--- src/rtl/multicycle_control_pkg.sv ---
// Shared encodings for the multi-cycle MIPS control path: opcodes, functs, states and mux selects.
package multicycle_control_pkg;

  localparam logic [5:0] OP_SPECIAL = 6'h00;
  localparam logic [5:0] OP_J       = 6'h02;
  localparam logic [5:0] OP_JAL     = 6'h03;
  localparam logic [5:0] OP_BEQ     = 6'h04;
  localparam logic [5:0] OP_BNE     = 6'h05;
  localparam logic [5:0] OP_ADDI    = 6'h08;
  localparam logic [5:0] OP_ADDIU   = 6'h09;
  localparam logic [5:0] OP_SLTIU   = 6'h0b;
  localparam logic [5:0] OP_ORI     = 6'h0d;
  localparam logic [5:0] OP_LW      = 6'h23;
  localparam logic [5:0] OP_SW      = 6'h2b;

  localparam logic [5:0] FN_JR      = 6'h08;
  localparam logic [5:0] FN_SYSCALL = 6'h0c;
  localparam logic [5:0] FN_ADD     = 6'h20;
  localparam logic [5:0] FN_ADDU    = 6'h21;
  localparam logic [5:0] FN_SUB     = 6'h22;
  localparam logic [5:0] FN_SUBU    = 6'h23;
  localparam logic [5:0] FN_AND     = 6'h24;
  localparam logic [5:0] FN_OR      = 6'h25;
  localparam logic [5:0] FN_SLT     = 6'h2a;
  localparam logic [5:0] FN_SLTU    = 6'h2b;

  typedef enum logic [2:0] {
    S_FETCH  = 3'd0,
    S_DECODE = 3'd1,
    S_EXEC   = 3'd2,
    S_MEM    = 3'd3,
    S_WB     = 3'd4,
    S_HALT   = 3'd5,
    S_ERR    = 3'd6
  } state_t;

  localparam logic [2:0] ALU_AND = 3'd0;
  localparam logic [2:0] ALU_OR  = 3'd1;
  localparam logic [2:0] ALU_ADD = 3'd2;
  localparam logic [2:0] ALU_SUB = 3'd6;
  localparam logic [2:0] ALU_SLT = 3'd7;

  localparam logic [1:0] PC_ALU    = 2'd0;
  localparam logic [1:0] PC_ALUOUT = 2'd1;
  localparam logic [1:0] PC_JUMP   = 2'd2;
  localparam logic [1:0] PC_RS     = 2'd3;

  localparam logic [1:0] SRCB_RT     = 2'd0;
  localparam logic [1:0] SRCB_FOUR   = 2'd1;
  localparam logic [1:0] SRCB_IMM    = 2'd2;
  localparam logic [1:0] SRCB_IMM_SH = 2'd3;

  localparam logic [1:0] DST_RT = 2'd0;
  localparam logic [1:0] DST_RD = 2'd1;
  localparam logic [1:0] DST_RA = 2'd2;

  localparam logic [1:0] M2R_ALUOUT = 2'd0;
  localparam logic [1:0] M2R_MDR    = 2'd1;
  localparam logic [1:0] M2R_PC     = 2'd2;

  localparam logic [31:0] SYSCALL_EXIT = 32'd10;

  // R-type arithmetic functs handled by the ALU
  function automatic logic rtype_fn(input logic [5:0] fn);
    return (fn == FN_ADD) || (fn == FN_ADDU) || (fn == FN_SUB) || (fn == FN_SUBU) ||
           (fn == FN_AND) || (fn == FN_OR)   || (fn == FN_SLT) || (fn == FN_SLTU);
  endfunction

  function automatic logic [2:0] funct_alu(input logic [5:0] fn);
    case (fn)
      FN_SUB, FN_SUBU: return ALU_SUB;
      FN_AND:          return ALU_AND;
      FN_OR:           return ALU_OR;
      FN_SLT, FN_SLTU: return ALU_SLT;
      default:         return ALU_ADD;
    endcase
  endfunction

endpackage

--- src/rtl/multicycle_control_wait_timer.sv ---
// Memory wait counter; flags a timeout on the last permitted stalled cycle (MEM_TIMEOUT=0 disables).
module mc_wait_timer #(
  parameter int unsigned MEM_TIMEOUT = 15,
  parameter int unsigned TO_W        = 4
) (
  input  logic clk,
  input  logic reset,
  input  logic req,
  input  logic ready,
  input  logic clear,
  output logic timeout_c
);

  localparam int unsigned TO_LAST = (MEM_TIMEOUT == 0) ? 0 : MEM_TIMEOUT - 1;

  logic [TO_W-1:0] count;

  always_ff @(posedge clk) begin
    if (reset)                count <= '0;
    else if (clear || ready)  count <= '0;
    else if (req)             count <= count + TO_W'(1);
  end

  assign timeout_c = (MEM_TIMEOUT != 0) && req && !ready && (count == TO_W'(TO_LAST));

endmodule

--- src/rtl/multicycle_control.sv ---
// Moore sequencer for the multi-cycle MIPS datapath; SYSCALL_EN makes SYSCALL legal ($v0==10 halts).
module multicycle_control
  import multicycle_control_pkg::*;
#(
  parameter int unsigned ALUOP_W     = 3,
  parameter int unsigned MEM_TIMEOUT = 15,
  parameter int unsigned TO_W        = 4
) (
  input  logic               clk,
  input  logic               reset,
  input  logic [31:0]        instr,
  input  logic               zero,
  input  logic               mem_ready,
  input  logic [31:0]        vreg,
  output logic               mem_req,
  output logic               mem_read,
  output logic               mem_write,
  output logic               iord,
  output logic               ir_write,
  output logic               pc_write,
  output logic [1:0]         pc_src,
  output logic               alu_src_a,
  output logic [1:0]         alu_src_b,
  output logic [ALUOP_W-1:0] alu_op,
  output logic               reg_write,
  output logic [1:0]         reg_dst,
  output logic [1:0]         mem_to_reg,
  output logic               halt,
  output logic               illegal,
  output logic [2:0]         state_o
);

  state_t     state, state_next;
  logic [2:0] alu3;
  logic       timeout_c;
  logic       wait_req;

  logic [5:0] op, fn;
  logic is_special, is_rtype, is_jr, is_sys, is_imm;
  logic is_lw, is_sw, is_beq, is_bne, is_j, is_jal, legal;
  logic [2:0] imm_alu;

  assign op         = instr[31:26];
  assign fn         = instr[5:0];
  assign is_special = (op == OP_SPECIAL);
  assign is_rtype   = is_special && rtype_fn(fn);
  assign is_jr      = is_special && (fn == FN_JR);
  assign is_sys     = is_special && (fn == FN_SYSCALL);
  assign is_imm     = (op == OP_ADDI) || (op == OP_ADDIU) || (op == OP_ORI) || (op == OP_SLTIU);
  assign is_lw      = (op == OP_LW);
  assign is_sw      = (op == OP_SW);
  assign is_beq     = (op == OP_BEQ);
  assign is_bne     = (op == OP_BNE);
  assign is_j       = (op == OP_J);
  assign is_jal     = (op == OP_JAL);
  assign imm_alu    = (op == OP_ORI) ? ALU_OR : (op == OP_SLTIU) ? ALU_SLT : ALU_ADD;

`ifdef SYSCALL_EN
  assign legal = is_rtype || is_jr || is_sys || is_imm || is_lw || is_sw ||
                 is_beq || is_bne || is_j || is_jal;
`else
  assign legal = is_rtype || is_jr || is_imm || is_lw || is_sw ||
                 is_beq || is_bne || is_j || is_jal;
  logic unused_vreg;
  assign unused_vreg = ^{vreg, is_sys};
`endif

  logic unused_instr;
  assign unused_instr = ^instr[25:6];

  assign wait_req = (state == S_FETCH) || (state == S_MEM);

  mc_wait_timer #(.MEM_TIMEOUT(MEM_TIMEOUT), .TO_W(TO_W)) u_timer (
    .clk       (clk),
    .reset     (reset),
    .req       (wait_req),
    .ready     (mem_ready),
    .clear     (state_next != state),
    .timeout_c (timeout_c)
  );

  // State register plus sticky status flags
  always_ff @(posedge clk) begin
    if (reset) begin
      state   <= S_FETCH;
      halt    <= 1'b0;
      illegal <= 1'b0;
    end else begin
      state <= state_next;
      if (state_next == S_HALT) halt    <= 1'b1;
      if (state_next == S_ERR)  illegal <= 1'b1;
    end
  end

  // Next-state and per-state datapath controls
  always_comb begin
    state_next = state;
    mem_req    = 1'b0;
    mem_read   = 1'b0;
    mem_write  = 1'b0;
    iord       = 1'b0;
    ir_write   = 1'b0;
    pc_write   = 1'b0;
    pc_src     = PC_ALU;
    alu_src_a  = 1'b0;
    alu_src_b  = SRCB_RT;
    alu3       = ALU_AND;
    reg_write  = 1'b0;
    reg_dst    = DST_RT;
    mem_to_reg = M2R_ALUOUT;
    case (state)
      S_FETCH: begin
        mem_req   = 1'b1;
        mem_read  = 1'b1;
        alu_src_b = SRCB_FOUR;
        alu3      = ALU_ADD;
        if (timeout_c) begin
          state_next = S_ERR;
        end else if (mem_ready) begin
          ir_write   = 1'b1;
          pc_write   = 1'b1;
          state_next = S_DECODE;
        end
      end
      S_DECODE: begin
        alu_src_b = SRCB_IMM_SH;
        alu3      = ALU_ADD;
        if (!legal) begin
          state_next = S_ERR;
        end else if (is_j) begin
          pc_write   = 1'b1;
          pc_src     = PC_JUMP;
          state_next = S_FETCH;
        end else if (is_jal) begin
          pc_write   = 1'b1;
          pc_src     = PC_JUMP;
          reg_write  = 1'b1;
          reg_dst    = DST_RA;
          mem_to_reg = M2R_PC;
          state_next = S_FETCH;
        end else if (is_jr) begin
          pc_write   = 1'b1;
          pc_src     = PC_RS;
          state_next = S_FETCH;
`ifdef SYSCALL_EN
        end else if (is_sys) begin
          state_next = (vreg == SYSCALL_EXIT) ? S_HALT : S_FETCH;
`endif
        end else begin
          state_next = S_EXEC;
        end
      end
      S_EXEC: begin
        alu_src_a = 1'b1;
        if (is_rtype) begin
          alu3       = funct_alu(fn);
          state_next = S_WB;
        end else if (is_beq || is_bne) begin
          alu3       = ALU_SUB;
          pc_src     = PC_ALUOUT;
          pc_write   = zero ^ is_bne;
          state_next = S_FETCH;
        end else begin
          alu_src_b  = SRCB_IMM;
          alu3       = imm_alu;
          state_next = (is_lw || is_sw) ? S_MEM : S_WB;
        end
      end
      S_MEM: begin
        mem_req   = 1'b1;
        iord      = 1'b1;
        mem_read  = is_lw;
        mem_write = is_sw;
        if (timeout_c)      state_next = S_ERR;
        else if (mem_ready) state_next = is_lw ? S_WB : S_FETCH;
      end
      S_WB: begin
        reg_write  = 1'b1;
        reg_dst    = is_rtype ? DST_RD : DST_RT;
        mem_to_reg = is_lw ? M2R_MDR : M2R_ALUOUT;
        state_next = S_FETCH;
      end
      default: state_next = state;
    endcase
  end

  assign alu_op  = ALUOP_W'(alu3);
  assign state_o = state;

endmodule

--- config.mk ---
export PLATFORM = sky130hd
export DESIGN_NAME = multicycle_control
export DESIGN_NICKNAME = d
export VERILOG_FILES = /design/src/rtl/multicycle_control_pkg.sv /design/src/rtl/multicycle_control_wait_timer.sv /design/src/rtl/multicycle_control.sv
export SDC_FILE = /design/constraint.sdc
export NUM_CORES = 1
export LEC_CHECK = 0
export BUFFER_PORTS_ARGS = -buffer_cell sky130_fd_sc_hd__buf_4
export CORE_MARGIN = 4
export CORE_UTILIZATION = 38
export CTS_CLUSTER_SIZE = 20
export DETAILED_ROUTE_END_ITERATION = 7
export PLACE_DENSITY = 0.81
export REMOVE_ABC_BUFFERS = 1
export SLEW_MARGIN = 20
export SYNTH_ARGS = -nofsm -noshare
export SYNTH_HDL_FRONTEND = slang
export SYNTH_SLANG_ARGS = --single-unit
export TNS_END_PERCENT = 50
--- constraint.sdc ---
create_clock -name clk -period 3.9 [get_ports clk]
set_input_delay 0.78 -clock clk [delete_from_list [all_inputs] [get_ports clk]]
set_output_delay 0.78 -clock clk [all_outputs]
set_load 0.01 [all_outputs]
==> results.ini <==
[yosys]
synth_async_sr_flop_share_pct=0
syn_area_um2=915.9
synth_ff_type=dfxtp_1
ys_seq_elements=9
synth-seq-area-share_pct=19.67
yosysWarningCount=0
synthXorXnorAreaFrac_pct=3.825
synthAdderAreaFrac_pct=2.732
synth_compound_gate_area_share_pct=25.14
synthCells=126
ys_types=48
synth_edf_count=0
yosys.area_share.simple_pct=40.85
synth_top_family_by_area=simple AND/OR/NAND/NOR gates
syn_area_per_cell_um2=7.269
synth_mux_area_share_pct=1.093

[worst_setup_path]
end_kind=output port
worstPathMaxFanout=6
worstPathArrival_ns=2.27
critPathKind=in2out
startpoint_type=input port
crit_required_ns=3.12

[timing]
worstMarginPinSlew_ns=0.5586
fin_ws_ns=0.8483
finalHoldViolCount=0
setup_tns_ns=0
fin_crit_sh_pct=78.25
grt_setup_unrepaired=no
setup_viol=0
relSlewSlack_pct=62.71
max_freq_mhz=327.7
skew_ns=0.003289
slew_viol_final=0
period_needed_ns=3.052

[floorplanning]
start_util_pct=40.62
rows=17
fp.dieW_um=57.10
die_h_um=57.10
dieArea_um2=3260
coreArea_um2=2255
io_pins=92

[global_route]
grt_util_all_layers_pct=16.60
grt_overflow_total=0
grt_pass1_vias=987
antenna_found_initial=0
grt_max_degree=18
grt_pass1_wl_um=4478

[cts]
cts_sinks=9
clock_latency_ns=0.26
h-tree-depth=1
cts_tree=done
clk_pin_slew_worst_paths_ns=0.06
cts_resized=0
cts_made_buffers=3
hold_buffers=0
clock_path_buffers=2
root_buffer=clkbuf_4
post-cts-setup-buffers=0

[route]
vias_per_cell=5.563
dr.first_iter.drc_count=28
drc=0
drtAntennaViolNets=0
vias=1068
detail_route.wl_per_cell_um=14.02
routed_wl_um=2691
first_pass_iters=4

[final_layout]
diodes=0
drive_above_1_share_pct=29.88
area_growth_pct=34.43
fin_util_pct=54.61
stdcell_count=192
fin_nets=235

[hold_path]
hold_path_class=reg2reg

[job]
cap_violations=0

[placement]
dp_cells=188
port-buffer-count=39
post-place-ws_ns=0.8426
dp_hpwl_um=2125
gp_congestion=0.8830

[power]
p_leak_nw=0.5598
ir_worst_vdd_mv=0.3131
p_per_area_nw_per_um2=439.9

[run_status]
outcome=finished clean

[final cells by class]
class	instances	area, um^2
flip-flops and latches	9	180.2
clock buffers	4	26.28
inverters	6	22.52
repair buffers	39	292.8
multi-input cells	106	674.4
well taps	28	35.03
fillers	239	1023
[final timing paths]
path | from | end | slack [ns] | cells after the start
setup / recovery | instr[29] | reg_write | 0.85 | 6
hold reg to reg | illegal | illegal | 0.48 | 2
setup reg to reg | state_o[2] | illegal | 1.98 | 6
hold / removal | illegal | illegal | 0.48 | 2
[kinds of logic (layout without fill, tap and decap cells)]
family | count (synthesis) | after routing
muxes | 1 | 1
AOI/OAI and AO/OA | 33 | 33
xor gates and xnor gates | 4 | 4
and+or+nand+nor | 66 | 66
adders and majority gates | 2 | 2
DFF | 9 | 9
buffers and inverters | 11 | 49
[Yosys cell counts (4+ instances only)]
master | instances | area, um^2
nor2_1 | 17 | 63.81
a21oi_1 | 9 | 45.04
dfxtp_1 | 9 | 180.2
o21ai_0 | 7 | 35.03
nand2b_1 | 6 | 37.54
inv_1 | 5 | 18.77
nand2_1 | 5 | 18.77
nor2b_1 | 5 | 31.28
nor3_1 | 5 | 25.02
or3_1 | 5 | 31.28
and3_1 | 4 | 25.02
nand3_1 | 4 | 20.02
[where the power goes]
part | switching [W] | total [W] | internal [W]
combinational | 0.000161 | 0.000318 | 0.000157
clock | 0.0000322 | 0.0000716 | 0.0000394
sequential | 0.0000424 | 0.000152 | 0.000110
total | 0.000235 | 0.000542 | 0.000306
[placed cells by master, fill, tap and decap left out, types with 2 or more instances in the layout]
cell	instances
inv_1	5
nor2b_1	5
a21o_1	2
nand2_1	5
a22oi_1	2
clkbuf_4	3
dfxtp_1	9
nand3_1	4
nor4b_1	2
ha_1	2
buf_4	39
nand2b_1	6
and3_1	4
nor3_1	5
or3_1	5
o21ai_0	7
xnor2_1	2
a21oi_1	9
a211oi_1	2
nand4_1	2
xor2_1	2
nor2_1	17
[metrics by stage]
step	power (W)	hold slack [ns]	cell area, um^2
5_1_grt	0.0005898	0.5143	1231
6_report	0.0005416	0.4803	1231
2_1_floorplan	0.0003277	0.4787	877.1
3_5_place_dp	0.0004708	0.4582	1205
3_3_place_gp	0.0004643	0.4503	1205
4_1_cts	0.0005477	0.4848	1231
[routing by layer]
metal  part of all wire, %  vias up  global-route usage [%]
li1                      -      538                       -
met1                    43      490                   20.22
met2                    49       38                   28.87
met3                   7.5        2                   3.167
met4                   1.1        0                   5.960
met5                     0        -                       0
[worst max-delay path, cell delays in order]
cell and delay, ns:
buf_4 0.13, or3_4 0.39, or3b_4 0.39, nor3_1 0.33, a21o_1 0.13, buf_4 0.11
[registers in the layout (all words and copies together) (netlist names)]
| register | flops |
|---|---|
| state_o | 3 |
| u_timer.count | 4 |
| halt | 1 |
| illegal | 1 |
No activity file was read; power rests on OpenSTA's default activity.
